File: src/rtl/parking_gate_controller_pkg.sv
// rtl/parking_gate_controller_pkg.sv - gate FSM encodings and default lot parameters
package parking_gate_controller_pkg;

  typedef enum logic {
    ST_IDLE = 1'b0,
    ST_OPEN = 1'b1
  } gate_state_t;

  localparam int DEF_CAPACITY    = 200;
  localparam int DEF_CNT_W       = 8;
  localparam int DEF_GATE_CYCLES = 4;

endpackage

File: src/rtl/parking_gate_controller_if.sv
// rtl/parking_gate_controller_if.sv - car sensor inputs and gate/status outputs
interface parking_gate_controller_if
  import parking_gate_controller_pkg::*;
#(
  parameter int CNT_W = DEF_CNT_W
);
  logic             entry;
  logic             exit;
  logic             entry_grant;
  logic             entry_deny;
  logic             gate_open;
  logic [CNT_W-1:0] parked_count;
  logic [CNT_W-1:0] parking_capacity;
  logic             full;
  logic             empty;
  logic             exit_error;

  modport master (
    output entry, exit,
    input  entry_grant, entry_deny, gate_open, parked_count,
           parking_capacity, full, empty, exit_error
  );

  modport slave (
    input  entry, exit,
    output entry_grant, entry_deny, gate_open, parked_count,
           parking_capacity, full, empty, exit_error
  );
endinterface

File: src/rtl/parking_gate_controller_gate_timer.sv
// rtl/parking_gate_controller_gate_timer.sv - OPEN dwell timer, done pulses on the last open cycle
module gate_timer
  import parking_gate_controller_pkg::*;
#(
  parameter int GATE_CYCLES = DEF_GATE_CYCLES
) (
  input  logic clk,
  input  logic reset,
  input  logic i_load,
  output logic o_done
);
  localparam int TW = (GATE_CYCLES > 1) ? $clog2(GATE_CYCLES) : 1;
  localparam logic [TW-1:0] LOAD_VAL = TW'(GATE_CYCLES - 1);

  logic          r_run;
  logic [TW-1:0] r_cnt;

  always_ff @(posedge clk) begin
    if (reset) begin
      r_run <= 1'b0;
      r_cnt <= '0;
    end else if (i_load) begin
      r_run <= 1'b1;
      r_cnt <= LOAD_VAL;
    end else if (r_run) begin
      if (r_cnt == '0) r_run <= 1'b0;
      else             r_cnt <= r_cnt - 1'b1;
    end
  end

  assign o_done = r_run && (r_cnt == '0);
endmodule

File: src/rtl/parking_gate_controller.sv
// rtl/parking_gate_controller.sv - entry gate FSM with saturating occupancy counter
module parking_gate_controller
  import parking_gate_controller_pkg::*;
#(
  parameter int CAPACITY    = DEF_CAPACITY,
  parameter int CNT_W       = DEF_CNT_W,
  parameter int GATE_CYCLES = DEF_GATE_CYCLES
) (
  input logic                     clk,
  input logic                     reset,
  parking_gate_controller_if.slave bus
);
  localparam logic [CNT_W-1:0] CAP = CNT_W'(CAPACITY);

  gate_state_t      r_state;
  logic [CNT_W-1:0] r_count;
  logic [CNT_W-1:0] r_free;
  logic             r_grant;
  logic             r_deny;
  logic             r_gate_open;
  logic             r_full;
  logic             r_empty;
  logic             r_exit_error;

  logic             w_idle;
  logic             w_accept;
  logic             w_refuse;
  logic             w_dec;
  logic             w_done;
  logic [CNT_W-1:0] w_count_nxt;

  // A concurrent exit frees the space the entering car takes, so full does not block it.
  assign w_idle   = (r_state == ST_IDLE);
  assign w_accept = w_idle && bus.entry && (!r_full || bus.exit);
  assign w_refuse = w_idle && bus.entry && r_full && !bus.exit;
  assign w_dec    = bus.exit && !r_empty;

  always_comb begin
    w_count_nxt = r_count;
    if (w_accept && !bus.exit) begin
      if (r_count != CAP) w_count_nxt = r_count + 1'b1;
    end else if (!w_accept && w_dec) begin
      w_count_nxt = r_count - 1'b1;
    end
  end

  gate_timer #(.GATE_CYCLES(GATE_CYCLES)) u_gate_timer (
    .clk    (clk),
    .reset  (reset),
    .i_load (w_accept),
    .o_done (w_done)
  );

  always_ff @(posedge clk) begin
    if (reset) begin
      r_state      <= ST_IDLE;
      r_count      <= '0;
      r_free       <= CAP;
      r_grant      <= 1'b0;
      r_deny       <= 1'b0;
      r_gate_open  <= 1'b0;
      r_full       <= 1'b0;
      r_empty      <= 1'b1;
      r_exit_error <= 1'b0;
    end else begin
      r_grant <= w_accept;
      r_deny  <= w_refuse;
      r_count <= w_count_nxt;
      r_free  <= CAP - w_count_nxt;
      r_full  <= (w_count_nxt == CAP);
      r_empty <= (w_count_nxt == '0);
      if (bus.exit && r_empty && !w_accept) r_exit_error <= 1'b1;
      case (r_state)
        ST_IDLE: if (w_accept) begin
          r_state     <= ST_OPEN;
          r_gate_open <= 1'b1;
        end
        ST_OPEN: if (w_done) begin
          r_state     <= ST_IDLE;
          r_gate_open <= 1'b0;
        end
      endcase
    end
  end

  assign bus.entry_grant      = r_grant;
  assign bus.entry_deny       = r_deny;
  assign bus.gate_open        = r_gate_open;
  assign bus.parked_count     = r_count;
  assign bus.parking_capacity = r_free;
  assign bus.full             = r_full;
  assign bus.empty            = r_empty;
  assign bus.exit_error       = r_exit_error;
endmodule

File: src/flat_wrapper.sv
// flat-port wrapper written by rule: the top's interface ports become plain ports
module parking_gate_controller_flat import parking_gate_controller_pkg::*;
#(
  parameter int CAPACITY    = DEF_CAPACITY,
  parameter int CNT_W       = DEF_CNT_W,
  parameter int GATE_CYCLES = DEF_GATE_CYCLES
)
  (clk, reset, bus_entry, bus_exit, bus_entry_grant, bus_entry_deny, bus_gate_open, bus_parked_count, bus_parking_capacity, bus_full, bus_empty, bus_exit_error);
  parking_gate_controller_if #(.CNT_W(CNT_W)) bus_i ();
  input logic clk;
  input logic reset;
  input wire logic [$bits(bus_i.entry)-1:0] bus_entry;
  input wire logic [$bits(bus_i.exit)-1:0] bus_exit;
  output wire logic [$bits(bus_i.entry_grant)-1:0] bus_entry_grant;
  output wire logic [$bits(bus_i.entry_deny)-1:0] bus_entry_deny;
  output wire logic [$bits(bus_i.gate_open)-1:0] bus_gate_open;
  output wire logic [$bits(bus_i.parked_count)-1:0] bus_parked_count;
  output wire logic [$bits(bus_i.parking_capacity)-1:0] bus_parking_capacity;
  output wire logic [$bits(bus_i.full)-1:0] bus_full;
  output wire logic [$bits(bus_i.empty)-1:0] bus_empty;
  output wire logic [$bits(bus_i.exit_error)-1:0] bus_exit_error;
  assign bus_i.entry = bus_entry;
  assign bus_i.exit = bus_exit;
  assign bus_entry_grant = bus_i.entry_grant;
  assign bus_entry_deny = bus_i.entry_deny;
  assign bus_gate_open = bus_i.gate_open;
  assign bus_parked_count = bus_i.parked_count;
  assign bus_parking_capacity = bus_i.parking_capacity;
  assign bus_full = bus_i.full;
  assign bus_empty = bus_i.empty;
  assign bus_exit_error = bus_i.exit_error;
  parking_gate_controller #(.CAPACITY(CAPACITY), .CNT_W(CNT_W), .GATE_CYCLES(GATE_CYCLES)) u_core (.clk(clk), .reset(reset), .bus(bus_i));
endmodule
File: config.mk
export PLATFORM = sky130hd
export DESIGN_NAME = parking_gate_controller_flat
export DESIGN_NICKNAME = d
export VERILOG_FILES = /design/src/rtl/parking_gate_controller_pkg.sv /design/src/rtl/parking_gate_controller_if.sv /design/src/rtl/parking_gate_controller_gate_timer.sv /design/src/rtl/parking_gate_controller.sv /design/src/flat_wrapper.sv
export SDC_FILE = /design/constraint.sdc
export NUM_CORES = 1
export LEC_CHECK = 0
export ABC_AREA = 1
export CORE_ASPECT_RATIO = 1.5
export CORE_UTILIZATION = 56
export CTS_CLUSTER_DIAMETER = 80
export DETAILED_ROUTE_END_ITERATION = 10
export HOLD_SLACK_MARGIN = 0.02
export PLACE_DENSITY = 0.82
export SYNTH_ARGS = -nofsm -noshare
export SYNTH_HDL_FRONTEND = slang
export SYNTH_HIERARCHICAL = 1
export SYNTH_SLANG_ARGS = --single-unit
File: constraint.sdc
create_clock -name clk -period 2.9 [get_ports clk]
set_clock_uncertainty 0.05 [all_clocks]
set_input_delay 0.58 -clock clk [delete_from_list [all_inputs] [get_ports clk]]
set_output_delay 0.58 -clock clk [all_outputs]
set_load 0.03 [all_outputs]
Word level (Yosys, flattened, before mapping) --
Cells that the tools add are included.
Storage, ports and cells: bits in registers 26, input port bits 4, output and inout port bits 22, logic and storage cells 56
Cells by class: add/sub/neg operators 4, equality and inequality tests 5, multiplexer cells 15, bitwise operators 1, reduce and logical (&&, ||, !) cells 20
Operators with widths (count):
- 8-bit 2-to-1 mux | 3
- 1-bit logical AND | 10
- 8-bit by 1-bit adder with 8-bit output (second input constant) | 1
- 8-bit equality test (second input constant) | 1
- 8-bit logical NOT | 1
- 8-bit != test (second input constant) | 1
- 8-bit by 1-bit subtractor with 8-bit output (second input constant) | 1
- 8-bit subtractor (first input constant) | 1
- 1-bit 2-to-1 mux | 7
- 2-bit 2-to-1 mux | 3
- 1-bit logical NOT | 4
- 2-bit != test (second input constant) | 2
- 1-bit one-hot mux with 2 select lines | 2
- 2-bit AND reduction | 2
- 2-bit logical NOT | 1
- 2-bit by 1-bit != test with 1-bit output (second input constant) | 1
- 2-bit nonzero test | 1
- 2-bit by 1-bit subtractor with 2-bit output (second input constant) | 1
- 1-bit logical OR | 1
- 1-bit inverter | 1

Depth between registers and ports, before layout --
Gate-level depths: netlist of the first run.
depth in word-level cells 8, mapped depth 16, mapped depth without buffers 16

By module --
The synthesis of the first run kept the hierarchy.
By module, submodules not included:
- parking_gate_controller | instances 1, cells each 184, area each 1297.5 um2, sequential area each 440.4 um2
- gate_timer | instances 1, cells each 23, area each 150.1 um2, sequential area each 60.1 um2

Worst setup path after synthesis of the first run --
OpenSTA, ideal clock, no wires.
path kind register to register, from register u_core.r_count[0] (netlist: u_core/bus.parked_count[0]), to register u_core.r_free[6] (netlist: u_core/bus.parking_capacity[6]), library setup time 0.122 ns, arrival 1.845 ns, data required time 2.728 ns, slack 0.883 ns, cell stages (with the launch flop) 16, buffers on the path 0, period minus slack after synthesis 2.017 ns, path through dfxtp_1 inv_1 ha_1 inv_1 nor2_1 nand2_1 nand2_2 nand2_1 nand2_1 nand2_2 ha_1 nand2_1 nand2_1 nand2_1 nand2_1 nand3_1
Between the ends: longest elaborated chain between the ends 4, elaborated cells between the ends (all ways) 7, classes of those cells add/sub: 3; eq/ne: 1; mux: 3
RTL lines:
- start: declaration | RTL line parking_gate_controller.sv:16 | logic [CNT_W-1:0] r_count;
- start signal: assignment | RTL line parking_gate_controller.sv:68 | r_count <= w_count_nxt;
- 8-bit by 1-bit subtractor with 8-bit output (tied with other cells) | RTL line parking_gate_controller.sv:43 | w_count_nxt = r_count - 1'b1;
- 8-bit 2-to-1 mux (on tied branches) | RTL line parking_gate_controller.sv:42, parking_gate_controller.sv:41
- 8-bit 2-to-1 mux (*) | RTL line parking_gate_controller.sv:40 | if (w_accept && !bus.exit) begin
- 8-bit subtractor (*) | RTL line parking_gate_controller.sv:69 | r_free <= CAP - w_count_nxt;
- end signal: assignment | RTL line parking_gate_controller.sv:69
- end: declaration | RTL line parking_gate_controller.sv:17 | logic [CNT_W-1:0] r_free;
Mark *: on every way between the ends. The rest lies on a longest branch, timed or not. A chain may end at the register's enable or synchronous reset.

Final worst setup path of the first run --
from input bus_entry, to register u_core.r_free[6] (netlist: u_core/bus.parking_capacity[6])
Between the ends: longest elaborated chain between the ends 7, elaborated cells between the ends (all ways) 8, classes of those cells add/sub: 1; mux: 2; reduce/logical: 5
RTL lines:
- start: declaration | RTL line flat_wrapper.sv:12 | input wire logic [$bits(bus_i.entry)-1:0] bus_entry;
- 1-bit logical AND (*) (2 in series) | RTL line parking_gate_controller.sv:34 | assign w_accept = w_idle && bus.entry && (!r_full || bus.exit);
- 1-bit logical NOT | RTL line parking_gate_controller.sv:42 | end else if (!w_accept && w_dec) begin
- 1-bit logical AND | RTL line parking_gate_controller.sv:42
- 8-bit 2-to-1 mux | RTL line parking_gate_controller.sv:42
- 8-bit 2-to-1 mux (*) | RTL line parking_gate_controller.sv:40
- 8-bit subtractor (*) | RTL line parking_gate_controller.sv:69
Marks and branches as above.

==> results.toml, run 1 <==
[setup_path]
r2r_cells = 15
crit_type = "input port to flip-flop"
worstPathCellList = "clkdlybuf4s50_1, inv_2, nor2_4, nand3_4, clkinv_4, nand2_2, nand2_1, nand2_1, nand2_2, ha_1, nand2_1, nand2_1, nand2_1, nand2_1, nand3_1"
crit_fanout = 8
worst_path_max_delay_cell = "clkdlybuf4s50_1"
cp_data_required_time_ns = 3.07
end_kind = "flip-flop"
crit_buf_inv = 3
arrival_ns = 2.46
cp-start-kind = "input port"
timing.critical_path.mode_cell = "nand2_1"
timing.rr.start = "u_core/bus.parked_count[0]$_SDFF_PP0_"
critPathMaxStageDelay_ns = 0.55
r2r_end = "u_core/bus.parking_capacity[6]$_SDFF_PP1_"
r2r_setup_slack_ns = 0.75
crit_family = "simple AND/OR/NAND/NOR gates"

[clocking]
cts-resized-gates = 0
clk_path_buf_depth = 2
hold_buffers = 0
clk_pin_slew_worst_paths_ns = 0.14
cts_tree = "built"
post-cts-setup-buffer-count = 0
worst_skew_pair.late_latency_ns = 0.32
cts-root-buf = "clkbuf_4"
ctsHtreeMaxLevel = 1
numCtsBuffers = 3
cts.sinks = 25

[timing]
post-route-min-period_ns = 2.29
finalMaxSlewViolations = 0
min_period_over_period_pct = 78.9
finalHoldViolCount = 0
max_slew_margin_pct = 75.9
worst_slew_pin_slew_ns = 0.360
fmax_mhz = 437
rsz0062_at_grt = "false"
fin_ws_ns = 0.611
setup_viol = 0
fin_setup_tns_ns = 0

[floorplan]
dieArea_um2 = 2800
rows = 22
core_area_um2 = 2450
io_pins = 26
die_w_um = 43.5
start_util_pct = 59.1
dieHeight_um = 64.3

[synth]
synthAdderAreaFrac_pct = 3.46
yosys.area.top_type = "dfxtp_1"
synth-main-ff-cell = "dfxtp_1"
synthSimpleGateAreaFrac_pct = 44.7
synth_common_cells = "54 x nand2_1, 25 x dfxtp_1, 24 x inv_1, 23 x nand3_1, 21 x nor2_1"
syn_inst = 207
syn_area_um2 = 1450
synth_top_cells_by_area = "dfxtp_1 35%, nand2_1 14%, nand3_1 8.0%"
synth_top_family_by_area = "simple AND/OR/NAND/NOR gates"
ys_warn_count = 6
synth_xor_area_share_pct = 3.03
mappedNetlistNets = 215
async_flop_share_pct = 0
synth.top_cell.area_share_pct = 34.6
synth_compound_area_share_pct = 4.58
ys_ff_latch = 25
synthMostInstantiatedCell = "nand2_1"
yosysSeqAreaShare_pct = 34.6
syn_area_per_cell_um2 = 6.99
post_synth_mux_area_share_pct = 0
synth_edf_count = 0
synth.distinct_cells = 30

[drt]
ant_nets = 0
routed_wl_um = 3380
routed_via_density = 5.41
dr.pass1.iters = 4
drt-initial-drc-count = 70
drc = 0
via_count = 1397
wl_per_cell_um = 13.1

[pwr]
p_leak_nw = 0.821
swShare_pct = 41.3
seqPwrFrac_pct = 41.3
ir_drop_mv = 0.365
powerDensity_nw_per_um2 = 588
power_mw = 1.03
clockPowerShare_pct = 15.7
p_comb_share_pct = 43.0
p_int_uw = 604
p_switching_uw = 425

[run]
maxCapViolCount = 0

[global_routing]
grt_max_degree = 16
antenna_found_initial = 0
grtUsageTotal_pct = 26.1
grt_pass1_wl_um = 5600
grt_pass1_vias = 1311
grt_overflow = 0

[placement]
pre_cts_slack_ns = 0.263
finalWeightedCongestion = 0.850
post-dp-hpwl_um = 2610
place.port_buffers = 25

[finish]
nNetsFinal = 243
antennaDiodeCount = 0
nFillCells = 216
area_delta_synth_final_pct = 20.8
layout-drive-gt1-share_pct = 15.0

[worst_hold_path]
hold_class = "flip-flop to flip-flop"
min_from = "u_core/bus.exit_error$_SDFFE_PP0P_"
min_to = "u_core/bus.exit_error$_SDFFE_PP0P_"
hold_path_depth = 2

[outcome]
status = "finished, final reports clean"
==> flip-flops by register name, indices dropped and copies added, names as in the netlist <==
name                         count
u_core/u_gate_timer/r_cnt        2
u_core/bus.full                  1
u_core/bus.parking_capacity      7
u_core/u_gate_timer/r_run        1
u_core/bus.entry_grant           1
u_core/r_state                   1
u_core/bus.parked_count          8
u_core/bus.gate_open             1
u_core/bus.empty                 1
u_core/bus.exit_error            1
u_core/bus.entry_deny            1
==> tightest hold or removal path, cell delays in order, from the launching register on <==
cell	delay [ns]
dfxtp_1	0.35
a31oi_1	0.04
nor2_1	0.07
==> cell usage in the layout, fill, tap and decap left out, types with 4 or more instances in the layout <==
| cell type | Yosys | final |
|---|---|---|
| a21oi_1 | 7 | 7 |
| clkdlybuf4s50_1 | 0 | 25 |
| dfxtp_1 | 25 | 25 |
| ha_1 | 4 | 4 |
| inv_1 | 24 | 24 |
| inv_2 | 5 | 5 |
| nand2_1 | 54 | 54 |
| nand2_2 | 8 | 8 |
| nand3_1 | 23 | 23 |
| nor2_1 | 21 | 21 |
| nor2_4 | 4 | 4 |
| xor2_1 | 4 | 4 |
==> power groups by stage <==
stage / clock (mW) / sequential, mW / combinational [mW]
floorplan: 0 / 0.499 / 0.235
global placement: 0 / 0.431 / 0.425
detailed placement: 0 / 0.433 / 0.435
CTS: 0.170 / 0.425 / 0.439
global route: 0.182 / 0.432 / 0.481
finish: 0.161 / 0.425 / 0.443
==> logic make-up after synthesis <==
| logic type | count (synthesis) |
|---|---|
| AOI/OAI and AO/OA | 13 |
| and+or+nand+nor | 126 |
| DFF | 25 |
| buffers and inverters | 34 |
| xor gates and xnor gates | 5 |
| adders and majority gates | 4 |
==> how the worst max path moves through the flow <==
stage	to	cells past startpoint	slack [ns]	from
floorplan	u_core/bus.parking_capacity[6]$_SDFF_PP1_	15	0.88	u_core/bus.parked_count[0]$_SDFF_PP0_
global placement	u_core/bus.parking_capacity[6]$_SDFF_PP1_	14	0.39	bus_exit
detailed placement	u_core/bus.parking_capacity[6]$_SDFF_PP1_	15	0.26	bus_entry
CTS	u_core/bus.parking_capacity[6]$_SDFF_PP1_	15	0.62	bus_entry
global route	u_core/bus.parking_capacity[6]$_SDFF_PP1_	15	0.43	bus_entry
finish	u_core/bus.parking_capacity[6]$_SDFF_PP1_	15	0.61	bus_entry
==> through the flow <==
step | area (um^2) | utilization (%) | cells | hold WS [ns]
floorplan | 1450 | - | 207 | 0.388
detailed placement | 1720 | 70.2 | 254 | 0.418
CTS | 1750 | 71.4 | 258 | 0.450
global route | 1750 | 71.4 | 258 | 0.479
global placement | 1720 | 70.2 | 254 | 0.401
finish | 1750 | 71.4 | 258 | 0.438
==> cell type report <==
class	count	area (um^2)	area share, %
multi-input cells	148	807	46.1
clock inverters	1	7.51	0.429
clock buffers	3	22.5	1.29
inverters	31	124	7.08
well taps	24	30.0	1.72
repair buffers	26	258	14.7
flip-flops and latches	25	500	28.6
==> layer usage <==
| metal | GRT usage [%] | share of wire, % | vias to the layer above |
|---|---|---|---|
| met5 | 0 | 0 | - |
| met4 | 8.59 | 0.83 | 0 |
| met3 | 3.95 | 4.5 | 4 |
| met2 | 49.2 | 55 | 46 |
| met1 | 28.5 | 39 | 644 |
| li1 | - | - | 703 |
(Power assumes the default switching activity.)
==> inputs of run 2 (changes only) <==
--- a/config.mk
+++ b/config.mk
@@ -7,11 +7,11 @@
 export LEC_CHECK = 0
 export ABC_AREA = 1
 export CORE_ASPECT_RATIO = 1.5
-export CORE_UTILIZATION = 56
+export CORE_UTILIZATION = 52
 export CTS_CLUSTER_DIAMETER = 80
 export DETAILED_ROUTE_END_ITERATION = 10
 export HOLD_SLACK_MARGIN = 0.02
-export PLACE_DENSITY = 0.82
+export PLACE_DENSITY = 0.77
 export SYNTH_ARGS = -nofsm -noshare
 export SYNTH_HDL_FRONTEND = slang
 export SYNTH_HIERARCHICAL = 1
==> constraint.sdc (replaced) <==
create_clock -name clk -period 2.24 [get_ports clk]
set_clock_uncertainty 0.05 [all_clocks]
set_input_delay 0.448 -clock clk [delete_from_list [all_inputs] [get_ports clk]]
set_output_delay 0.448 -clock clk [all_outputs]
set_load 0.03 [all_outputs]
==> results.toml, run 2 (synthesis gave the netlist of run 1 again) <==
[floorplan]
dieHeight_um = 66.6
dieArea_um2 = 3000
core_area_um2 = 2650
rows = 23
die_w_um = 45.1
io_pins = 26
start_util_pct = 54.7

[drt]
dr.pass1.iters = 4
via_count = 1416
drt-initial-drc-count = 34
routed_wl_um = 3290
drc = 0
routed_via_density = 5.06
ant_nets = 0
wl_per_cell_um = 11.7

[outcome]
status = "finished, final reports clean"

[clocking]
post-cts-setup-buffer-count = 0
cts_tree = "built"
numCtsBuffers = 3
clk_pin_slew_worst_paths_ns = 0.09
ctsHtreeMaxLevel = 1
cts-root-buf = "clkbuf_8"
cts-resized-gates = 0
worst_skew_pair.late_latency_ns = 0.27
clk_path_buf_depth = 2
cts.sinks = 25
hold_buffers = 0

[pwr]
ir_drop_mv = 0.603
power_mw = 1.41
p_leak_nw = 0.872
powerDensity_nw_per_um2 = 760

[global_routing]
grtUsageTotal_pct = 24.6
grt_pass1_vias = 1323
antenna_found_initial = 0
grt_pass1_wl_um = 5640
grt_max_degree = 17
grt_overflow = 0

[timing]
setup_viol = 0
fmax_mhz = 486
worst_slew_pin_slew_ns = 0.322
min_period_over_period_pct = 91.8
post-route-min-period_ns = 2.06
max_slew_margin_pct = 78.4
rsz0062_at_grt = "false"
finalMaxSlewViolations = 0
finalHoldViolCount = 0

[setup_path]
crit_buf_inv = 3
arrival_ns = 2.17
cp_data_required_time_ns = 2.35
worstPathCellList = "clkdlybuf4s50_1, inv_2, nor2_4, nand3_4, clkinv_4, nand2_2, nand2_1, nand2_1, nand2_2, ha_1, nand2_1, nand2_1, nand2_1, nand2_1, nand3_1"
worst_path_max_delay_cell = "clkdlybuf4s50_1"
end_kind = "flip-flop"
crit_fanout = 3
crit_family = "simple AND/OR/NAND/NOR gates"
crit_type = "input port to flip-flop"
timing.critical_path.mode_cell = "nand2_1"
cp-start-kind = "input port"
critPathMaxStageDelay_ns = 0.54

[worst_hold_path]
hold_class = "flip-flop to flip-flop"

[finish]
layout-drive-gt1-share_pct = 18.1
nFillCells = 233
antennaDiodeCount = 0
regArea_um2 = 500
largest_reg_flops = 8
fin_cells = 280
final_util_pct = 69.9
layout_common_cells = "54 x nand2_1, 25 x clkdlybuf4s50_1, 25 x dfxtp_1"
final_common_cell = "nand2_1"
final_area_um2 = 1850
nNetsFinal = 252
area_delta_synth_final_pct = 27.9
multiInputGateArea_um2 = 807

[placement]
place.port_buffers = 25
dp.cells = 276
finalWeightedCongestion = 0.820
placed_area_um2 = 1800
post-dp-hpwl_um = 2610

[run]
maxCapViolCount = 0
[run 2: changes by cell type in the layout (fill, tap and decap cells not counted)]
| cell | delta |
|---|---|
| buf_4 | +9 |
| clkbuf_4 | -3 |
| clkbuf_8 | +3 |
[run 2: area by class of cell]
| cell class | instances | share of cell area [%] |
|---|---|---|
| multi-input cells | 148 | 43.6 |
| flip-flops and latches | 25 | 27.0 |
| repair buffers | 35 | 17.6 |
| inverters | 31 | 6.69 |
| well taps | 37 | 2.50 |
| clock buffers | 3 | 2.23 |
| clock inverters | 1 | 0.405 |
[run 2: worst register-to-register path, delay by kind of cell (launching register included)]
kind,cells,cell delay [ns]
compound gates,1,0.12
fa+ha+maj,2,0.40
buf+inv,2,0.17
flops,1,0.35
simple gates,9,0.80
[run 2: final timing paths]
path,start,endpoint,slack (ns),depth (start not counted)
setup / recovery,bus_entry,u_core/bus.parking_capacity[6]$_SDFF_PP1_,0.18,15
hold / removal,u_core/bus.gate_open$_SDFFE_PP0P_,u_core/bus.gate_open$_SDFFE_PP0P_,0.43,2
setup reg to reg,u_core/bus.parked_count[1]$_SDFF_PP0_,u_core/bus.parking_capacity[4]$_SDFF_PP0_,0.27,14
hold reg to reg,u_core/bus.gate_open$_SDFFE_PP0P_,u_core/bus.gate_open$_SDFFE_PP0P_,0.43,2
[run 2: per-layer routing]
metal | global-route usage [%] | wire, um
met5 | 0 | 0
met4 | 9.09 | 65
met3 | 2.98 | 164
met2 | 45.3 | 1760
met1 | 27.5 | 1300
[run 2: per-stage QoR]
step / hold slack, ns / TNS, ns / setup slack [ns]
floorplan: 0.388 / 0 / 0.223
global placement: 0.401 / -0.0368 / -0.0185
detailed placement: 0.419 / -0.127 / -0.0586
CTS: 0.432 / 0 / 0.198
global route: 0.450 / 0 / 0.0211
finish: 0.430 / 0 / 0.183
[run 2: power by group]
| part | switching [mW] | internal [mW] | total [mW] | leakage [nW] |
|---|---|---|---|---|
| combinational | 0.363 | 0.228 | 0.592 | 0.644 |
| sequential | 0.0444 | 0.503 | 0.547 | 0.206 |
| clock | 0.143 | 0.126 | 0.269 | 0.0217 |
| total | 0.550 | 0.857 | 1.41 | 0.872 |
